==> config.mk <==
export PLATFORM = sky130hd
export DESIGN_NAME = output_vc_allocator
export DESIGN_NICKNAME = d
export VERILOG_FILES = /design/src/rtl/output_vc_allocator.sv
export SDC_FILE = /design/constraint.sdc
export NUM_CORES = 1
export LEC_CHECK = 0
export BUFFER_PORTS_ARGS = -buffer_cell sky130_fd_sc_hd__buf_4
export CAP_MARGIN = 0
export CORE_MARGIN = 2
export CORE_UTILIZATION = 52
export DETAILED_ROUTE_END_ITERATION = 16
export PLACE_DENSITY = 0.8
export SLEW_MARGIN = 20
export SYNTH_ARGS = -nofsm -noshare
export SYNTH_HDL_FRONTEND = slang
export SYNTH_SLANG_ARGS = --single-unit
==> constraint.sdc <==
create_clock -name clk_i -period 1.7 [get_ports clk_i]
set_input_delay 0.425 -clock clk_i [delete_from_list [all_inputs] [get_ports clk_i]]
set_output_delay 0.425 -clock clk_i [all_outputs]
set_load 0.02 [all_outputs]
==> src/rtl/output_vc_allocator.sv <==
// Output VC allocator for one router output port.
// Each cycle at most one eligible requester is granted the lowest-index free output VC.
// A VC is returned to the free pool when a TAIL flit fires on it.
// Optional macro VA_ROUND_ROBIN_EN selects rotating requester priority.
// Without it, priority is fixed and the lowest index always wins.
module output_vc_allocator #(
    parameter int unsigned N_REQ = 4,
    parameter int unsigned N_VC  = 2,
    localparam int unsigned REQ_W = (N_REQ > 1) ? $clog2(N_REQ) : 1,
    localparam int unsigned VC_W  = (N_VC > 1) ? $clog2(N_VC) : 1
) (
    input  logic              clk_i,
    input  logic              rstn_i,
    input  logic [N_REQ-1:0]  req_i,
    input  logic [2*N_VC-1:0] vc_flit_type_i,
    input  logic [N_VC-1:0]   vc_flit_fire_i,
    output logic [N_REQ-1:0]  grant_o,
    output logic [VC_W-1:0]   grant_vc_o,
    output logic [N_VC-1:0]   out_vc_available_o,
    output logic [N_REQ-1:0]  req_busy_o
);

    // TAIL encoding, matching the router-wide flit type definitions.
    localparam logic [1:0] FlitTail = 2'b10;

    logic [N_VC-1:0]  avail_q, avail_d;
    logic [REQ_W-1:0] owner_q [N_VC];
    logic [REQ_W-1:0] owner_d [N_VC];
    logic [N_REQ-1:0] busy_q, busy_d;
    logic [REQ_W-1:0] ptr_q, ptr_d;
    logic [N_REQ-1:0] grant_q, grant_d;
    logic [VC_W-1:0]  grant_vc_q, grant_vc_d;

    logic [N_REQ-1:0] elig;
    logic [REQ_W-1:0] cand;
    logic [REQ_W-1:0] win_idx;
    logic             win_found;
    logic [VC_W-1:0]  vc_idx;
    logic             alloc;

    // Winner: first eligible requester searching circularly from ptr.
    always_comb begin
        elig      = req_i & ~busy_q;
        win_found = 1'b0;
        win_idx   = '0;
        cand      = '0;
        for (int unsigned k = 0; k < N_REQ; k++) begin
            cand = REQ_W'((32'(ptr_q) + k) % N_REQ);
            if (!win_found && elig[cand]) begin
                win_found = 1'b1;
                win_idx   = cand;
            end
        end
    end

    // Chosen VC: lowest-index free VC (pre-edge availability only).
    always_comb begin
        vc_idx = '0;
        for (int i = int'(N_VC) - 1; i >= 0; i--) begin
            if (avail_q[i]) begin
                vc_idx = VC_W'(i);
            end
        end
    end

    assign alloc = win_found && (|avail_q);

    // Next state: apply all TAIL releases, then the (disjoint) allocation.
    always_comb begin
        avail_d    = avail_q;
        owner_d    = owner_q;
        busy_d     = busy_q;
        grant_d    = '0;
        grant_vc_d = grant_vc_q;
        ptr_d      = ptr_q;

        for (int unsigned i = 0; i < N_VC; i++) begin
            // Releasing an already free VC must not clear a stale owner's busy bit.
            if (vc_flit_fire_i[i] && (vc_flit_type_i[2*i +: 2] == FlitTail) && !avail_q[i]) begin
                avail_d[i]             = 1'b1;
                busy_d[owner_q[i]]     = 1'b0;
            end
        end

        if (alloc) begin
            avail_d[vc_idx] = 1'b0;
            owner_d[vc_idx] = win_idx;
            busy_d[win_idx] = 1'b1;
            grant_d[win_idx] = 1'b1;
            grant_vc_d      = vc_idx;
`ifdef VA_ROUND_ROBIN_EN
            ptr_d = (win_idx == REQ_W'(N_REQ - 1)) ? '0 : win_idx + 1'b1;
`endif
        end

`ifndef VA_ROUND_ROBIN_EN
        ptr_d = '0;
`endif
    end

    // State registers; reset drops all ownership asynchronously.
    always_ff @(posedge clk_i or negedge rstn_i) begin
        if (!rstn_i) begin
            avail_q    <= '1;
            busy_q     <= '0;
            ptr_q      <= '0;
            grant_q    <= '0;
            grant_vc_q <= '0;
            for (int unsigned i = 0; i < N_VC; i++) begin
                owner_q[i] <= '0;
            end
        end else begin
            avail_q    <= avail_d;
            busy_q     <= busy_d;
            ptr_q      <= ptr_d;
            grant_q    <= grant_d;
            grant_vc_q <= grant_vc_d;
            for (int unsigned i = 0; i < N_VC; i++) begin
                owner_q[i] <= owner_d[i];
            end
        end
    end

    assign grant_o            = grant_q;
    assign grant_vc_o         = grant_vc_q;
    assign out_vc_available_o = avail_q;
    assign req_busy_o         = busy_q;

endmodule

==> impl_results.md, run 1 <==
- CP Capture Type: output pin
- Tot GR Track Use: 0.219
- Drt via density: 5.87
- DP HPWL: 1310 um
- Routed len/inst: 15.3 um
- Max Clock Skew: 0.00578 ns
- Die ar.: 1810 sq um
- Top cell type's share of synthesized area: 0.420
- Relative slew slack: 0.720
- Clock Pin Slew Worst Setup and Hold Paths: 0.09 ns
- Nets: 108
- Worst reg2reg setup slack: 0.41 ns
- WP buf/inv: 1
- CTS root buffer: clkbuf_4
- DR pass1 iterations: 4
- Crit-path max FO: 9
- Post-synth top cells: dfrtp_1 (13), nor2_1 (5), inv_1 (4), nand3_1 (4)
- CTS H-tree lvls: 1
- Post-CTS sizing: 0
- Worst EP required: 1.27 ns
- Initial drt markers: 14
- Antenna Nets Post-Route: 0
- Post-synth ARST share: 1.00
- CP startpoint kind: flip-flop
- Hold Crit Endpoint: out_vc_available_o[1]
- FF-to-FF End: req_busy_o[0]
- Vias in the first global route: 681
- EDFF count, synth: 0
- Grt total ovfl: 0
- Yosys top cell by area: dfrtp_1
- WS Path Type: flip-flop to output pin
- Port bufs: 22
- Final setup TNS: 0 ns
- CP max stage delay: 0.63 ns
- Max cap viols: 0
- Routed wire length: 1680 um
- Die H: 42.6 um
- Transition time of the tightest slew-check pin: 0.419 ns
- Delay-heaviest family, CP: flip-flops
- Routability cong.: 0.896
- Ant diodes: 0
- CP Cell Sequence: buf_4
- Post-synth net total: 80
- Max Clk Rate: 0.664 GHz
- Count leader, synth: dfrtp_1
- Hold path cells: 3
- Pwr dens: 1630 nW/um^2
- Largest net degree at the start of global routing: 16
- Initial Util: 0.574
- Crit share post-route: 0.886
- Final setup violating endpoints: 0
- Yosys Warn Count: 0
- Site Rows: 13
- P&R area growth vs syn: 28.4%
- Total Power: 1.62 mW
- Drt drc: 0
- Mapped Area: 774 sq um
- TritonCTS clock tree: done
- Num ports: 23
- HP Start: vc_flit_type_i[2]
- Final hold vios: 0
- Die span in x: 42.6 um
- Synth cell types: 31
- Synth Register Bits: 15
- Layout fillers: 97
- Worst Hold Class: input pin to flip-flop
- Top area cells in the synthesized netlist: dfrtp_1 (42%), dfstp_2 (6.8%), o41ai_2 (4.2%), nor2b_4 (3.6%), a22oi_1 (2.9%)
- Core area: 1350 sq um
- Status: completed
- CTS sink cnt: 15
- Worst R2R Start: out_vc_available_o[0]
- Leakage: 0.438 nW
- Synth Flop Type: dfrtp_1
- Share of cells above drive strength 1: 0.379
- Sequential-to-total area share from yosys stat: 0.488
- RSZ-0062 raised after global routing: false
- Area used by multi-input combinational logic: 382 sq um
- Mapped Cells: 68
- Storage cell area: 378 sq um
- Period minus WS final: 1.51 ns
- Slowest stage cell on the critical path: dfstp_2
- Initial antenna violation count: 0
- First-pass GRT wire length: 2890 um
- Crit path DAT: 1.08 ns
- Worst skew pair latency: 0.29 ns
- Vias: 646
- Mean Syn Cell Area: 11.4 sq um
- Final max-slew violation count: 0
- Num CTS Buffers: 3
- Peak supply drop: 0.783 mV
- Reg2Reg Depth: 3
- Max Root-Sink Buffers: 2
-- metal layers --
| layer | global-route usage | share of wire |
|---|---|---|
| met2 | 0.326 | 0.49 |
| met1 | 0.272 | 0.43 |
| met5 | 0 | 0 |
| met3 | 0.0819 | 0.060 |
| met4 | 0.119 | 0.013 |
-- sequential cells by signal, indices dropped and copies added, names as in the netlist --
| signal | count |
|---|---|
| grant_o | 4 |
| out_vc_available_o | 2 |
| grant_vc_o | 1 |
| req_busy_o | 4 |
| owner_q | 4 |
-- timing repair --
item | in CTS | in global routing
hold buffers | 1 | 0
setup buffers | 0 | 0
hold endpoints to repair | 13 | 0
-- how the worst max path moves through the flow --
| stage | start | to | cells past startpoint |
|---|---|---|---|
| floorplan | req_busy_o[0] | grant_vc_o | 3 |
| global placement | vc_flit_type_i[0] | req_busy_o[0] | 4 |
| detailed placement | vc_flit_type_i[0] | req_busy_o[0] | 4 |
| CTS | out_vc_available_o[0] | out_vc_available_o[0] | 1 |
| global route | out_vc_available_o[0] | out_vc_available_o[0] | 1 |
| finish | out_vc_available_o[0] | out_vc_available_o[0] | 1 |
-- stage by stage --
stage	setup slack (ns)	utilization	hold WS (ns)	cell area (sq um)	std cells
final	0.193	0.737	0.419	995	110
after global routing	0.150	0.737	0.428	995	110
after CTS	0.199	0.737	0.414	995	110
after detailed placement	0.270	0.710	0.290	958	105
after global placement	0.277	0.710	0.287	958	105
after floorplan	0.419	-	0.129	774	68
-- layout by cell type (no fill, tap or decap), types with 2 or more instances in the layout --
cell type	count
a22oi_1	3
buf_4	22
clkbuf_4	3
dfrtp_1	13
dfstp_2	2
inv_1	4
nand2_1	2
nand2b_1	3
nand3_1	4
nor2_1	5
nor2b_1	2
nor2b_4	2
nor3b_1	2
o21a_1	2
o21ai_0	3
o22ai_1	2
o31ai_1	2
o41ai_2	2
-- cell families (layout without fill, tap and decap cells) --
logic type             after synthesis  in the layout  synth area share
AO/OA/AOI/OAI                       20             20             0.212
AND/OR/NAND/NOR                     29             29             0.281
flip-flops                          15             15             0.488
buffers and inverters                4             31            0.0194
-- final cells by class --
class | instances | share of cell area
Clock buffer | 4 | 0.0264
Inverter | 4 | 0.0151
Sequential cell | 15 | 0.380
Multi-Input combinational cell | 49 | 0.384
Tap cell | 15 | 0.0189
Timing Repair Buffer | 23 | 0.176
-- worst register-to-register path: cells and delay by family, from the launching register on --
| kind | cells | cell delay (ns) |
|---|---|---|
| DFF | 1 | 0.42 |
| AOI/OAI and AO/OA | 1 | 0.13 |
| and+or+nand+nor | 2 | 0.61 |
-- power breakdown --
group / internal [mW] / switching, mW / leakage (nW) / total [mW]
Sequential: 0.510 / 0.151 / 0.174 / 0.661
Combinational: 0.351 / 0.406 / 0.249 / 0.756
Clock: 0.0913 / 0.116 / 0.0150 / 0.207
Total: 0.952 / 0.672 / 0.438 / 1.62
No activity file was read; power rests on OpenSTA's default activity.
==> run 2, diff against run 1 <==
BUFFER_PORTS_ARGS = unset   (was -buffer_cell sky130_fd_sc_hd__buf_4)
CORE_ASPECT_RATIO = 1.75   (was unset)
CORE_UTILIZATION = 30   (was 52)
DONT_BUFFER_PORTS = 1   (was unset)
PLACE_DENSITY = unset   (was 0.8)
==> impl_results.md, run 2 (synthesis results as in run 1) <==
- Vias in the first global route: 661 (-2.9%)
- Routed wire length: 1820 um (+8.2%)
- Initial antenna violation count: 0 (unchanged)
- Die H: 71.2 um (+67%)
- Pwr dens: 1820 nW/um^2 (+11%)
- Final setup violating endpoints: 0 (unchanged)
- Most common cell after layout, fill and taps aside: dfrtp_1
- Max Root-Sink Buffers: 2 (unchanged)
- Final setup TNS: 0 ns (unchanged)
- Inst Count DP: 95 (-9.5%)
- RSZ-0062 raised after global routing: false
- Relative slew slack: 0.591 (-0.129)
- Crit-path max FO: 9 (unchanged)
- Share of cells above drive strength 1: 0.203 (-0.176)
- CP Capture Type: output pin
- Peak supply drop: 0.442 mV (-44%)
- Core area: 2460 sq um (+82%)
- First-pass GRT wire length: 3070 um (+6.2%)
- Grt total ovfl: 0 (unchanged)
- Initial Util: 0.315 (-0.259)
- Final hold vios: 0 (unchanged)
- Worst skew pair latency: 0.25 ns (-0.04 ns)
- Post-CTS sizing: 0 (unchanged)
- Leakage: 0.343 nW (-22%)
- Die span in x: 42.4 um (-0.42%)
- Routability cong.: 0.872 (-2.7%)
- Crit share post-route: 0.797 (-0.0894)
- Die ar.: 3020 sq um (+67%)
- Crit path DAT: 0.93 ns (-0.15 ns)
- DR pass1 iterations: 4 (unchanged)
- CTS root buffer: clkbuf_8
- Antenna Nets Post-Route: 0 (unchanged)
- Ant diodes: 0 (unchanged)
- Tot GR Track Use: 0.142 (-0.0765)
- Initial drt markers: 22 (+8)
- Num CTS Buffers: 3 (unchanged)
- Final max-slew violation count: 0 (unchanged)
- Layout fillers: 251 (+160%)
- Drt via density: 5.93 (+0.98%)
- CP startpoint kind: flip-flop
- Worst Hold Class: input pin to asynchronous set/reset pin
- TritonCTS clock tree: done
- WS Path Type: flip-flop to output pin
- Period minus WS final: 1.35 ns (-0.152 ns)
- DP HPWL: 1390 um (+6.1%)
- CTS sink cnt: 15 (unchanged)
- Worst EP required: 1.27 ns (about the same)
- Max Clk Rate: 0.738 GHz (+11%)
- Clock Pin Slew Worst Setup and Hold Paths: 0.06 ns (-0.03 ns)
- Num ports: 23 (unchanged)
- Vias: 593 (-8.2%)
- Finished Layout Cells: 100 (-9.1%)
- Largest net degree at the start of global routing: 14 (-2)
- Drt drc: 0 (unchanged)
- Site Rows: 24 (+11)
- P&R area growth vs syn: 12.3%
- CTS H-tree lvls: 1 (unchanged)
- Routed len/inst: 18.2 um (+19%)
- Transition time of the tightest slew-check pin: 0.611 ns (+0.192 ns)
- Nets: 87 (-19%)
- WHS: 0.0114 ns (-0.408 ns)
- Post-CTS Setup Inserts: 0 (unchanged)
- Most frequent cells in the layout: dfrtp_1 (13), nor2_1 (5), inv_1 (4), nand3_1 (4)
- Status: completed
- Hold buffers post-CTS: 1 (unchanged)
- Max cap viols: 0 (unchanged)
- Max Clock Skew: 0.00340 ns (-0.00239 ns)
- Port bufs: 0 (-100%)
[run 2: cell types whose count changed in the layout (fill, tap and decap cells not counted)]
cell	change
buf_4	-21
clkbuf_4	-3
clkbuf_8	+3
[run 2: worst paths after layout]
check / start / to / slack [ns] / cells after the start
max: out_vc_available_o[0] / out_vc_available_o[0] / 0.35 / 0
min: rstn_i / out_vc_available_o[0] / 0.01 / 0
max reg2reg: req_busy_o[2] / owner_q[0] / 0.35 / 3
min reg2reg: owner_q[0] / req_busy_o[0] / 0.62 / 2
max in group asynchronous: rstn_i / req_busy_o[0] / 0.68 / 1
min in group clk_i: req_i[0] / grant_o[0] / 0.36 / 2
[run 2: cell type report]
class,instances,area [sq um],area share
multi-input combinational,49,382,0.439
sequential,15,378,0.435
inverter,4,15.0,0.0173
clock buffer,4,45.0,0.0518
tap,26,32.5,0.0374
timing repair buffer,2,17.5,0.0201
[run 2: report_power, final]
group          internal (mW)  leakage (nW)  switching [mW]
logic                  0.236         0.146           0.274
registers              0.511         0.174           0.270
clock network          0.166        0.0228           0.124
[run 2: per-stage QoR]
| stage | worst slack, ns | area, sq um | total power [mW] | utilization |
|---|---|---|---|---|
| after floorplan | 0.419 | 774 | 1.14 | - |
| final | 0.345 | 870 | 1.58 | 0.353 |
| after CTS | 0.343 | 870 | 1.59 | 0.353 |
| after global routing | 0.192 | 870 | 1.69 | 0.353 |
| after global placement | 0.345 | 815 | 1.28 | 0.331 |
| after detailed placement | 0.359 | 815 | 1.29 | 0.331 |
[run 2: layer usage]
metal	global-route usage	part of all wire	vias up
met4	0.118	0.065	0
li1	-	-	269
met2	0.258	0.57	28
met1	0.125	0.31	285
met3	0.0353	0.057	11
met5	0	0	-
